$ cat src/rtl/prog_fetch.sv
// prog_fetch: instruction-supply stage feeding the multicycle processor's DIN.
// Holds a loadable program memory and a PC, and tracks processor time steps
// through Done so instruction words appear at step 0 and mvi immediates at step 1.
module prog_fetch #(
  parameter int unsigned ADDR_W = 5,
  parameter int unsigned DATA_W = 16
) (
  input  logic              Clock,
  input  logic              Resetn,
  input  logic              Start,
  input  logic              LoadEn,
  input  logic [ADDR_W-1:0] LoadAddr,
  input  logic [DATA_W-1:0] LoadData,
  input  logic              Done,
  output logic [DATA_W-1:0] DIN,
  output logic              Run,
  output logic              Busy,
  output logic              Halted,
  output logic [ADDR_W-1:0] PC
);

  localparam int unsigned DEPTH  = 1 << ADDR_W;
  localparam logic [2:0]  OP_MVI = 3'b001;

  typedef enum logic [2:0] {
    S_IDLE,
    S_SYNC,
    S_FETCH,
    S_IMM,
    S_WAIT
  } state_t;

  state_t            state_q, state_d;
  logic [ADDR_W-1:0] pc_q, pc_d;
  logic              halted_q, halted_d;
  logic              run_q;
  logic              busy_q;
  logic              mem_we_c;
  logic [DATA_W-1:0] din_c;
  logic [DATA_W-1:0] rd_word;
  logic [DATA_W-1:0] mem [DEPTH];

  // Asynchronous read of the word at the current PC.
  assign rd_word = mem[pc_q];

  // Program memory write port; contents deliberately survive reset.
  always_ff @(posedge Clock) begin
    if (mem_we_c) begin
      mem[LoadAddr] <= LoadData;
    end
  end

  // Next-state, PC, halt flag and combinational DIN selection.
  always_comb begin
    state_d  = state_q;
    pc_d     = pc_q;
    halted_d = halted_q;
    din_c    = '0;
    mem_we_c = 1'b0;
    case (state_q)
      S_IDLE: begin
        mem_we_c = LoadEn;
        if (Start) begin
          state_d  = S_SYNC;
          pc_d     = '0;
          halted_d = 1'b0;
        end
      end
      S_SYNC: begin
        // Processor Done marks the end of its current step; step 0 follows.
        if (Done) begin
          state_d = S_FETCH;
        end
      end
      S_FETCH: begin
        if (rd_word[8]) begin
          // Halt opcode is swallowed; the processor sees a harmless filler.
          halted_d = 1'b1;
          state_d  = S_IDLE;
        end else begin
          din_c   = rd_word;
          pc_d    = pc_q + ADDR_W'(1);
          state_d = (rd_word[8:6] == OP_MVI) ? S_IMM : S_WAIT;
        end
      end
      S_IMM: begin
        din_c   = rd_word;
        pc_d    = pc_q + ADDR_W'(1);
        state_d = Done ? S_FETCH : S_WAIT;
      end
      S_WAIT: begin
        if (Done) begin
          state_d = S_FETCH;
        end
      end
      default: begin
        state_d = S_IDLE;
      end
    endcase
  end

  // State, PC and status registers; Run/Busy track the state being entered.
  always_ff @(posedge Clock or negedge Resetn) begin
    if (!Resetn) begin
      state_q  <= S_IDLE;
      pc_q     <= '0;
      halted_q <= 1'b0;
      run_q    <= 1'b0;
      busy_q   <= 1'b0;
    end else begin
      state_q  <= state_d;
      pc_q     <= pc_d;
      halted_q <= halted_d;
      run_q    <= (state_d == S_FETCH) || (state_d == S_IMM) || (state_d == S_WAIT);
      busy_q   <= (state_d != S_IDLE);
    end
  end

  assign DIN    = din_c;
  assign Run    = run_q;
  assign Busy   = busy_q;
  assign Halted = halted_q;
  assign PC     = pc_q;

endmodule

$ cat config.mk
export PLATFORM = sky130hd
export DESIGN_NAME = prog_fetch
export DESIGN_NICKNAME = d
export VERILOG_FILES = /design/src/rtl/prog_fetch.sv
export SDC_FILE = /design/constraint.sdc
export NUM_CORES = 1
export LEC_CHECK = 0
export BUFFER_PORTS_ARGS = -buffer_cell sky130_fd_sc_hd__buf_4
export CORE_MARGIN = 2
export CORE_UTILIZATION = 55
export DETAILED_ROUTE_END_ITERATION = 6
export HOLD_SLACK_MARGIN = 0.06
export PLACE_DENSITY = 0.83
export SYNTH_ARGS = -nofsm -noshare
export SYNTH_HDL_FRONTEND = slang
export SYNTH_SLANG_ARGS = --single-unit
$ cat constraint.sdc
create_clock -name Clock -period 2.3 [get_ports Clock]
set_input_delay 0.115 -clock Clock [delete_from_list [all_inputs] [get_ports Clock]]
set_output_delay 0.115 -clock Clock [all_outputs]
set_load 0.1 [all_outputs]
==> flow_metrics.py, run 1 <==
metrics = {
    "status": {
        "outcome": "finished, violations left",
        "violations": "setup timing",
    },
    "sta": {
        "setup-tns-final_ps": -15170,
        "drv_slew": 0,
        "layout_min_cycle_time_ps": 3246,
        "setup_ws_ps": -945.7,
        "hold_viol_final": 0,
        "max_freq_mhz": 308.1,
        "worst_slew_pin_slew_ps": 567.1,
        "fin_crit_sh": 1.411,
        "fin_skew_ps": 24.07,
        "rsz0062_at_grt": "yes",
        "relSlewSlack": 0.6207,
        "setup_viol": 27,
    },
    "floorplanning": {
        "die_x_um": 196.4,
        "initial_utilization": 0.5572,
        "boundaryPins": 50,
        "die_h_um": 196.4,
        "rows": 70,
        "coreArea_mm2": 0.03652,
        "die_area_mm2": 0.03856,
    },
    "finish": {
        "regArea_mm2": 0.01567,
        "drive_above_1_share": 0.4157,
        "area_growth_pct": 24.33,
        "final_common_cell": "edfxtp_1",
        "layout_common_cells": "edfxtp_1 (512), mux4_2 (148), buf_4 (130), buf_12 (59), clkbuf_16 (53)",
        "n_fill_cell": 2028,
        "multiInputGateArea_mm2": 0.004686,
        "nNetsFinal": 1157,
        "stdcell_area_mm2": 0.02530,
    },
    "global_routing": {
        "antenna_found_initial": 1,
        "grt_max_degree": 33,
        "grt_pass1_vias": 10970,
        "grt_first_pass_wirelength_mm": 75.02,
        "track_usage": 0.2766,
        "overflow": 0,
    },
    "clocking": {
        "cts_sinks": 523,
        "htree_levels": 2,
        "path_clk_slew_ps": 60,
        "cts_buffers": 51,
        "cts_buffer_depth": 3,
        "clk_latency_ps": 580,
        "cts_root_buffer": "clkbuf_16",
        "cts_tree": "built",
    },
    "setup_path": {
        "critPathMaxFanout": 9,
        "r2r_end": "PC[3]$_DFFE_PN0P_",
        "cp-startpoint": "PC[0]$_DFFE_PN0P_",
        "rr_startpoint": "PC[0]$_DFFE_PN0P_",
        "crit_required_ps": 2180,
        "end_kind": "primary output",
        "r2r_slack_ps": -200,
        "crit_type": "reg2out",
        "ff2ff_path_depth": 9,
        "arrival_ps": 3130,
        "worst_setup_path_start_kind": "flip-flop",
        "crit_end": "DIN[5]",
    },
    "synth": {
        "synth_edf_count": 512,
        "ys_seq_area_frac": 0.7690,
        "synth.cell_area_mm2": 0.02035,
        "yosysWarnings": 0,
        "synthFlopType": "edfxtp_1",
        "syn_avg_cell_area_um2": 22.74,
        "synthCells": 895,
        "ys_seq_elements": 523,
        "synth_cell_types": 46,
        "async_flop_share": 0.02103,
        "syn-num-nets": 922,
    },
    "drt": {
        "vias": 10590,
        "firstDrtPassIters": 5,
        "antenna_left": 0,
        "via_per_inst": 6.463,
        "routed_wl_mm": 51.75,
        "drc": 0,
        "wl_per_cell_um": 31.59,
        "first_iter_violations": 1156,
    },
    "hold_path": {
        "holdCritPathClass": "in2reg",
    },
    "pwr": {
        "total_power_mw": 25.27,
        "peakVddDrop_uv": 910.7,
        "p_per_area_mw_per_mm2": 998.5,
        "power.leakage_nw": 8.125,
    },
    "job": {
        "cap_violations": 0,
    },
    "place": {
        "hpwl_mm": 28.30,
        "place_congestion": 0.8521,
        "place_area_mm2": 0.02276,
        "place.port_buffers": 49,
    },
}
[cells in the mapped netlist, types with 5 or more instances]
cell type	count	share of area
nand3_1	5	0.0012
nand2_1	17	0.0031
edfxtp_1	512	0.76
mux2i_1	29	0.014
a21oi_1	9	0.0022
nor2_1	61	0.011
buf_1	5	0.00092
mux4_2	148	0.16
dfrtp_1	11	0.014
o21ai_0	5	0.0012
buf_6	11	0.0061
buf_2	15	0.0037
clkbuf_1	11	0.0020
[critical path: stages (launching register included)]
cell	delay, ps
dfrtp_4	510
buf_12	190
buf_8	120
buf_6	90
mux4_2	540
a211oi_2	240
or2_4	180
o21ai_4	70
buf_12	170
nor2_4	190
buf_12	200
[routing by layer]
layer	GRT usage	up-vias	wire length [µm]
li1	-	4257	-
met1	0.3577	5590	18480
met2	0.4884	636	27410
met3	0.04346	103	4252
met4	0.08558	0	1605
met5	0	-	0
[power by group]
group / internal, mW / switching [mW] / leakage [nW] / total, mW
registers: 10.6 / 0.0926 / 4.74 / 10.7
logic: 2.95 / 3.15 / 2.57 / 6.11
clock network: 4.85 / 3.58 / 0.816 / 8.43
total: 18.4 / 6.83 / 8.13 / 25.3
[cell type report]
cell class,instances,area share
repair buffers,227,0.1052
well taps,468,0.02314
inverters,5,0.0007417
clock inverters,29,0.01350
flip-flops and latches,523,0.6191
clock buffers,63,0.05306
multi-input cells,322,0.1852
diodes,1,0.00009889
[how the worst min path moves through the flow]
stage / from / endpoint / cells past startpoint
2_1_floorplan: Resetn / Busy$_DFF_PN0_ / 0
3_3_place_gp: Resetn / Run$_DFF_PN0_ / 1
3_5_place_dp: Resetn / Run$_DFF_PN0_ / 1
4_1_cts: LoadAddr[2] / mem[4][2]$_DFFE_PP_ / 3
5_1_grt: LoadAddr[2] / mem[4][2]$_DFFE_PP_ / 3
6_report: LoadAddr[2] / mem[4][2]$_DFFE_PP_ / 3
[flip-flops by register name, summed over array words and instances (netlist names)]
| signal | flops |
|---|---|
| mem | 512 |
| state_q | 3 |
| Run | 1 |
| Busy | 1 |
| PC | 5 |
| Halted | 1 |
[metrics by stage]
stage | cells | utilization | hold WS [ps] | setup slack [ps]
after floorplan | 895 | - | -180.6 | -683.6
after global placement | 1503 | 0.6233 | -38.99 | -436.6
after detailed placement | 1503 | 0.6233 | -36.94 | -484.0
after CTS | 1638 | 0.6905 | 130.7 | -921.3
after global routing | 1638 | 0.6928 | 168.1 | -1030
final | 1638 | 0.6928 | 167.0 | -945.7
[kinds of logic (layout without fill, tap and decap cells)]
logic type	count (synthesis)	count (layout)	synth area share
flops	523	523	0.7690
buf+inv	50	324	0.01475
xor+xnor	1	1	0.0004304
simple gates	106	106	0.02435
mux	177	177	0.1780
compound gates	37	37	0.01285
other cells	0	1	0
fa+ha+maj	1	1	0.0006147
[timing repair]
item                       CTS  global route
buffers inserted            21             8
gates cloned                 4             1
hold buffers                20             0
setup endpoints to repair   26            42
pin swaps                   10            12
hold endpoints to repair   528             0
gates resized for setup     72            24
Power figures use the tool's default switching activity.
==> run 2, diff against run 1 <==
--- a/config.mk
+++ b/config.mk
@@ -9,8 +9,10 @@
 export CORE_MARGIN = 2
 export CORE_UTILIZATION = 55
 export DETAILED_ROUTE_END_ITERATION = 6
+export GPL_TIMING_DRIVEN = 1
 export HOLD_SLACK_MARGIN = 0.06
 export PLACE_DENSITY = 0.83
+export REMOVE_ABC_BUFFERS = 1
 export SYNTH_ARGS = -nofsm -noshare
 export SYNTH_HDL_FRONTEND = slang
 export SYNTH_SLANG_ARGS = --single-unit
==> run 2 against run 1 <==
Compared with the run above:
- the run still ends with setup timing left
- worst setup slack improved by 10 ps
- cell count fell by 0.73%
- first-iteration DRC count rose by 20%
- sequential share of layout area rose by 0.33 points
- register-to-register slack got worse by 100 ps
- hold slack improved by 150 ps
==> flow_metrics.py, run 2 (synthesis gave the netlist of run 1 again) <==
metrics = {
    "status": {
        "outcome": "finished, violations left",
        "violations": "setup timing",
    },
    "clocking": {
        "clk_latency_ps": 580,
        "cts_buffer_depth": 3,
        "cts_root_buffer": "clkbuf_16",
        "path_clk_slew_ps": 60,
        "cts_tree": "built",
        "htree_levels": 2,
        "cts_sinks": 523,
        "cts_buffers": 49,
    },
    "sta": {
        "max_freq_mhz": 309.1,
        "fin_crit_sh": 1.407,
        "rsz0062_at_grt": "yes",
        "hold_viol_final": 0,
        "setup_viol": 27,
        "layout_min_cycle_time_ps": 3235,
        "drv_slew": 0,
        "setup_ws_ps": -935.4,
        "worst_slew_pin_slew_ps": 550.6,
        "relSlewSlack": 0.6317,
        "fin_skew_ps": 15.91,
    },
    "floorplanning": {
        "die_area_mm2": 0.03856,
        "die_x_um": 196.4,
        "coreArea_mm2": 0.03652,
        "boundaryPins": 50,
        "die_h_um": 196.4,
        "rows": 70,
        "initial_utilization": 0.5572,
    },
    "hold_path": {
        "holdCritPathClass": "in2reg",
        "whs_endpoint": "mem[18][11]$_DFFE_PP_",
        "whs_path_depth": 4,
        "worstHoldStart": "LoadAddr[2]",
    },
    "global_routing": {
        "grt_pass1_vias": 10900,
        "grt_first_pass_wirelength_mm": 73.94,
        "track_usage": 0.2715,
        "overflow": 0,
        "grt_max_degree": 33,
        "antenna_found_initial": 0,
    },
    "drt": {
        "antenna_left": 0,
        "routed_wl_mm": 52.05,
        "first_iter_violations": 1388,
        "vias": 10680,
        "wl_per_cell_um": 32.01,
        "firstDrtPassIters": 5,
        "drc": 0,
        "via_per_inst": 6.568,
    },
    "pwr": {
        "p_comb_frac": 0.245,
        "peakVddDrop_uv": 1027,
        "clkPwrFrac": 0.327,
        "p_per_area_mw_per_mm2": 995.3,
        "pwr-share-seq": 0.428,
        "power.internal_mw": 18.25,
        "power.leakage_nw": 8.044,
        "p_sw_mw": 6.793,
        "total_power_mw": 25.04,
        "p_sw_frac": 0.2712,
    },
    "setup_path": {
        "rr_startpoint": "PC[1]$_DFFE_PN0P_",
        "cp_common_cell": "buf_12",
        "cp-startpoint": "PC[0]$_DFFE_PN0P_",
        "crit_required_ps": 2180,
        "ff2ff_path_depth": 10,
        "arrival_ps": 3120,
        "critPathMaxFanout": 6,
        "slowest_stage": "mux4_2",
        "r2r_slack_ps": -300,
        "crit_family": "multiplexers",
        "cp_num_buf_inv": 5,
        "end_kind": "primary output",
        "worst-path-stages": 9,
        "worst_setup_path_start_kind": "flip-flop",
        "path_cells": "buf_12, buf_12, buf_16, mux4_2, mux4_2, mux2i_2, buf_4, nor2_4, buf_12",
        "crit_type": "reg2out",
        "slowest_delay_ps": 520,
        "r2r_end": "state_q[2]$_DFF_PN0_",
    },
    "finish": {
        "largest_register": "mem",
        "antenna_cells": 0,
        "drive_above_1_share": 0.4257,
        "nNetsFinal": 1145,
        "final_cells": 1626,
        "largest_reg_flops": 512,
        "layout_common_cells": "edfxtp_1 (512), mux4_2 (148), buf_4 (126), clkbuf_16 (50), buf_12 (50)",
        "final_common_cell": "edfxtp_1",
        "area_growth_pct": 23.63,
    },
    "place": {
        "hpwl_mm": 27.58,
        "place.port_buffers": 49,
        "dp.cells": 1486,
        "place_congestion": 0.8445,
    },
    "job": {
        "cap_violations": 0,
    },
}
run 2: changes by cell type in the layout (fill, tap and decap cells not counted), sizes merged:
cell,before,now
clkbuf,64,56
bufbuf,0,1
clkinv,21,27
diode,1,0
inv,5,6
clkinvlp,2,1
buf,206,196
run 2: worst max-delay path by stage:
| stage | to | slack [ps] |
|---|---|---|
| floorplan | DIN[0] | -6290 |
| global placement | DIN[15] | -360 |
| detailed placement | DIN[5] | -410 |
| CTS | DIN[1] | -920 |
| global route | DIN[13] | -990 |
| finish | DIN[10] | -940 |
run 2: cell type report:
type | instances | area (µm²)
Multi-Input combinational cell | 322 | 4736
Timing Repair Buffer | 217 | 2549
Inverter | 5 | 18.77
Sequential cell | 523 | 15660
Clock buffer | 56 | 1274
Fill cell | 2021 | 11360
Clock inverter | 35 | 339.1
Tap cell | 468 | 585.6
run 2: power groups by stage:
stage                     registers (mW)  clock network (mW)  logic (mW)
final                               10.7                8.19        6.13
after CTS                           10.7                8.19        5.64
after global routing                10.7                8.58        6.36
after detailed placement            10.9                   0        4.79
after global placement              10.9                   0        4.71
after floorplan                     11.7                   0        3.13
run 2: timing repair:
item	CTS	global route
hold endpoints to repair	528	0
setup buffers	9	16
gates cloned	7	0
hold buffers	20	0
gates resized for setup	71	59
endpoints found under the setup margin	26	27
pin swaps	8	18
run 2: stage by stage:
| step | instance area, µm² | setup WS (ps) | setup TNS (ps) | util | hold slack (ps) |
|---|---|---|---|---|---|
| 2_1_floorplan | 20070 | -6289 | -165370 | - | -180.6 |
| 6_report | 25160 | -935.4 | -15500 | 0.6889 | 312.7 |
| 4_1_cts | 24800 | -918.9 | -14330 | 0.6791 | 282.1 |
| 5_1_grt | 25160 | -985.4 | -17150 | 0.6889 | 314.4 |
| 3_3_place_gp | 22420 | -363.5 | -5515 | 0.6137 | -42.76 |
| 3_5_place_dp | 22420 | -408.0 | -6755 | 0.6137 | -39.80 |
run 2: per-layer routing:
metal	track usage	share of wire
met1	0.3702	0.35
met2	0.4649	0.52
met3	0.03850	0.092
met4	0.07997	0.033
met5	0	0
run 2: worst register-to-register path: stages, from the launching register on:
cell and delay [ps]:
dfrtp_4 560, buf_6 170, buf_16 140, buf_6 180, mux4_2 330, a211o_1 340
o21ai_2 240, buf_4 160, buf_4 110, o211ai_1 130, a21oi_1 160
==> run 3, diff against run 2 <==
--- a/config.mk
+++ b/config.mk
@@ -11,7 +11,7 @@
 export DETAILED_ROUTE_END_ITERATION = 6
 export GPL_TIMING_DRIVEN = 1
 export HOLD_SLACK_MARGIN = 0.06
-export PLACE_DENSITY = 0.83
+export PLACE_DENSITY = 0.74
 export REMOVE_ABC_BUFFERS = 1
 export SYNTH_ARGS = -nofsm -noshare
 export SYNTH_HDL_FRONTEND = slang
==> run 3 against run 2 <==
Compared with the run above:
- critical path type unchanged
- power grew 1.2%
- largest cell class unchanged
- die area did not move
- non-clock buffer count down 6
- worst setup slack better by 15 ps
- the flow still finishes with violations (setup timing)
- highest routed layer is now met5
- combinational power is 1% lower
- hold slack got worse by 31 ps
- count of clock-buffer cells in the layout decreased by 1
- critical endpoint is now DIN[15]
==> flow_metrics.py, run 3 (synthesis gave the netlist of run 1 again) <==
metrics = {
    "status": {
        "outcome": "finished, violations left",
        "violations": "setup timing",
    },
    "drt": {
        "routed_wl_mm": 49.17,
        "drc": 0,
        "via_per_inst": 6.391,
        "antenna_left": 0,
        "wl_per_cell_um": 30.31,
        "first_iter_violations": 1134,
        "firstDrtPassIters": 5,
        "vias": 10370,
    },
    "setup_path": {
        "slowest_delay_ps": 490,
        "slowest_stage": "dfrtp_4",
        "crit_type": "reg2out",
        "end_kind": "primary output",
        "arrival_ps": 3110,
        "crit_required_ps": 2180,
        "critPathMaxFanout": 8,
        "cp_common_cell": "buf_12",
        "path_cells": "buf_12, buf_16, mux4_2, nand2_1, nor4b_4, or2_4, o21ai_4, buf_12, nor2_4, buf_12",
        "worst_setup_path_start_kind": "flip-flop",
    },
    "finish": {
        "largest_reg_flops": 512,
        "n_fill_cell": 2127,
        "largest_register": "mem",
        "nNetsFinal": 1141,
        "layout_common_cells": "edfxtp_1 (512), mux4_2 (148), buf_4 (119), clkbuf_16 (52), buf_12 (51)",
        "drive_above_1_share": 0.4333,
        "antenna_cells": 0,
        "multiInputGateArea_mm2": 0.004765,
        "regArea_mm2": 0.01566,
        "area_growth_pct": 24.33,
        "final_common_cell": "edfxtp_1",
    },
    "floorplanning": {
        "boundaryPins": 50,
        "die_h_um": 196.4,
        "initial_utilization": 0.5572,
        "coreArea_mm2": 0.03652,
        "rows": 70,
        "die_area_mm2": 0.03856,
        "die_x_um": 196.4,
    },
    "place": {
        "hpwl_mm": 28.10,
        "place.port_buffers": 49,
        "place_congestion": 0.8762,
        "place_ws_ps": -381.2,
    },
    "sta": {
        "hold_viol_final": 0,
        "hold-worst-slack_ps": 282.0,
        "setup_ws_ps": -920.6,
        "fin_skew_ps": 19.47,
        "setup_viol": 23,
        "layout_min_cycle_time_ps": 3221,
        "rsz0062_at_grt": "yes",
        "max_freq_mhz": 310.5,
        "relSlewSlack": 0.6081,
        "worst_slew_pin_slew_ps": 585.9,
        "drv_slew": 0,
        "fin_crit_sh": 1.400,
    },
    "pwr": {
        "power.leakage_nw": 8.108,
        "clkPwrFrac": 0.340,
        "power.internal_mw": 18.61,
        "peakVddDrop_uv": 922.8,
        "p_sw_mw": 6.739,
        "p_comb_frac": 0.238,
        "p_sw_frac": 0.2658,
        "pwr-share-seq": 0.422,
        "p_per_area_mw_per_mm2": 1002,
    },
    "global_routing": {
        "use_met1": 0.3695,
        "overflow": 0,
        "track_usage": 0.2612,
        "grtUsageMet2": 0.4262,
        "grt_pass1_vias": 10700,
        "grt_max_degree": 33,
        "use_met3": 0.04911,
        "grt_first_pass_wirelength_mm": 71.41,
        "antenna_found_initial": 1,
        "grt_most_used_layer": "met2",
    },
    "clocking": {
        "cts_root_buffer": "clkbuf_16",
        "cts_tree": "built",
        "cts_sinks": 523,
        "clk_latency_ps": 580,
        "cts_buffer_depth": 3,
        "cts_buffers": 51,
        "htree_levels": 2,
        "path_clk_slew_ps": 60,
    },
    "job": {
        "cap_violations": 0,
    },
    "hold_path": {
        "holdCritPathClass": "in2reg",
    },
}
[run 3: power groups by stage]
stage,clock network (mW),logic [mW],registers (mW)
after detailed placement,0,4.75,10.9
after floorplan,0,3.13,11.7
after global placement,0,4.71,10.9
final,8.61,6.04,10.7
after CTS,8.63,5.74,10.7
after global routing,9.05,6.31,10.7
[run 3: through the flow]
step / area, µm² / cells / util / setup TNS, ps / power, mW
2_1_floorplan: 20070 / 850 / - / -165370 / 14.84
3_3_place_gp: 22460 / 1489 / 0.6148 / -5622 / 15.63
3_5_place_dp: 22460 / 1489 / 0.6148 / -5629 / 15.69
4_1_cts: 25060 / 1620 / 0.6862 / -13510 / 25.07
5_1_grt: 25300 / 1622 / 0.6928 / -15970 / 26.07
6_report: 25300 / 1622 / 0.6928 / -15130 / 25.35
[run 3: critical path, delay by kind of cell (launching register included)]
kind / cells / cell delay [ps]
AO/OA/AOI/OAI: 1 / 380
buffers and inverters: 4 / 700
AND/OR/NAND/NOR: 4 / 550
flip-flops: 1 / 490
multiplexers: 1 / 390
[run 3: worst paths after layout]
kind | slack, ps | cells after the start | endpoint | startpoint
min in group asynchronous | 620 | 3 | state_q[2]$_DFF_PN0_ | Resetn
max in group asynchronous | 1240 | 3 | PC[1]$_DFFE_PN0P_ | Resetn
setup / recovery | -920 | 10 | DIN[15] | PC[0]$_DFFE_PN0P_
hold / removal | 280 | 4 | mem[6][13]$_DFFE_PP_ | LoadAddr[2]
hold reg to reg | 510 | 2 | Halted$_DFFE_PN0P_ | Halted$_DFFE_PN0P_
setup reg to reg | -320 | 11 | PC[0]$_DFFE_PN0P_ | PC[0]$_DFFE_PN0P_
[run 3: layout make-up]
cell class                 instances  share of cell area
multi-input combinational        322              0.1883
inverter                           5           0.0007417
clock inverter                    38             0.01602
tap                              468             0.02314
sequential                       523              0.6189
timing repair buffer             211              0.1003
clock buffer                      55             0.05266
[run 3: what timing repair did]
item | CTS | global route
setup buffers | 14 | 2
pin swaps | 9 | 14
resized for setup | 92 | 46
endpoints found under the hold margin | 528 | 0
endpoints found under the setup margin | 22 | 24
hold buffers | 20 | 0
gates cloned | 6 | 0
[run 3: per-layer routing]
| layer | up-vias | wire length [µm] | part of all wire |
|---|---|---|---|
| met5 | - | 8 | 0.00016 |
| met4 | 2 | 1277 | 0.026 |
| met3 | 85 | 4818 | 0.098 |
| met2 | 594 | 24660 | 0.50 |
| met1 | 5454 | 18400 | 0.37 |
| li1 | 4232 | - | - |
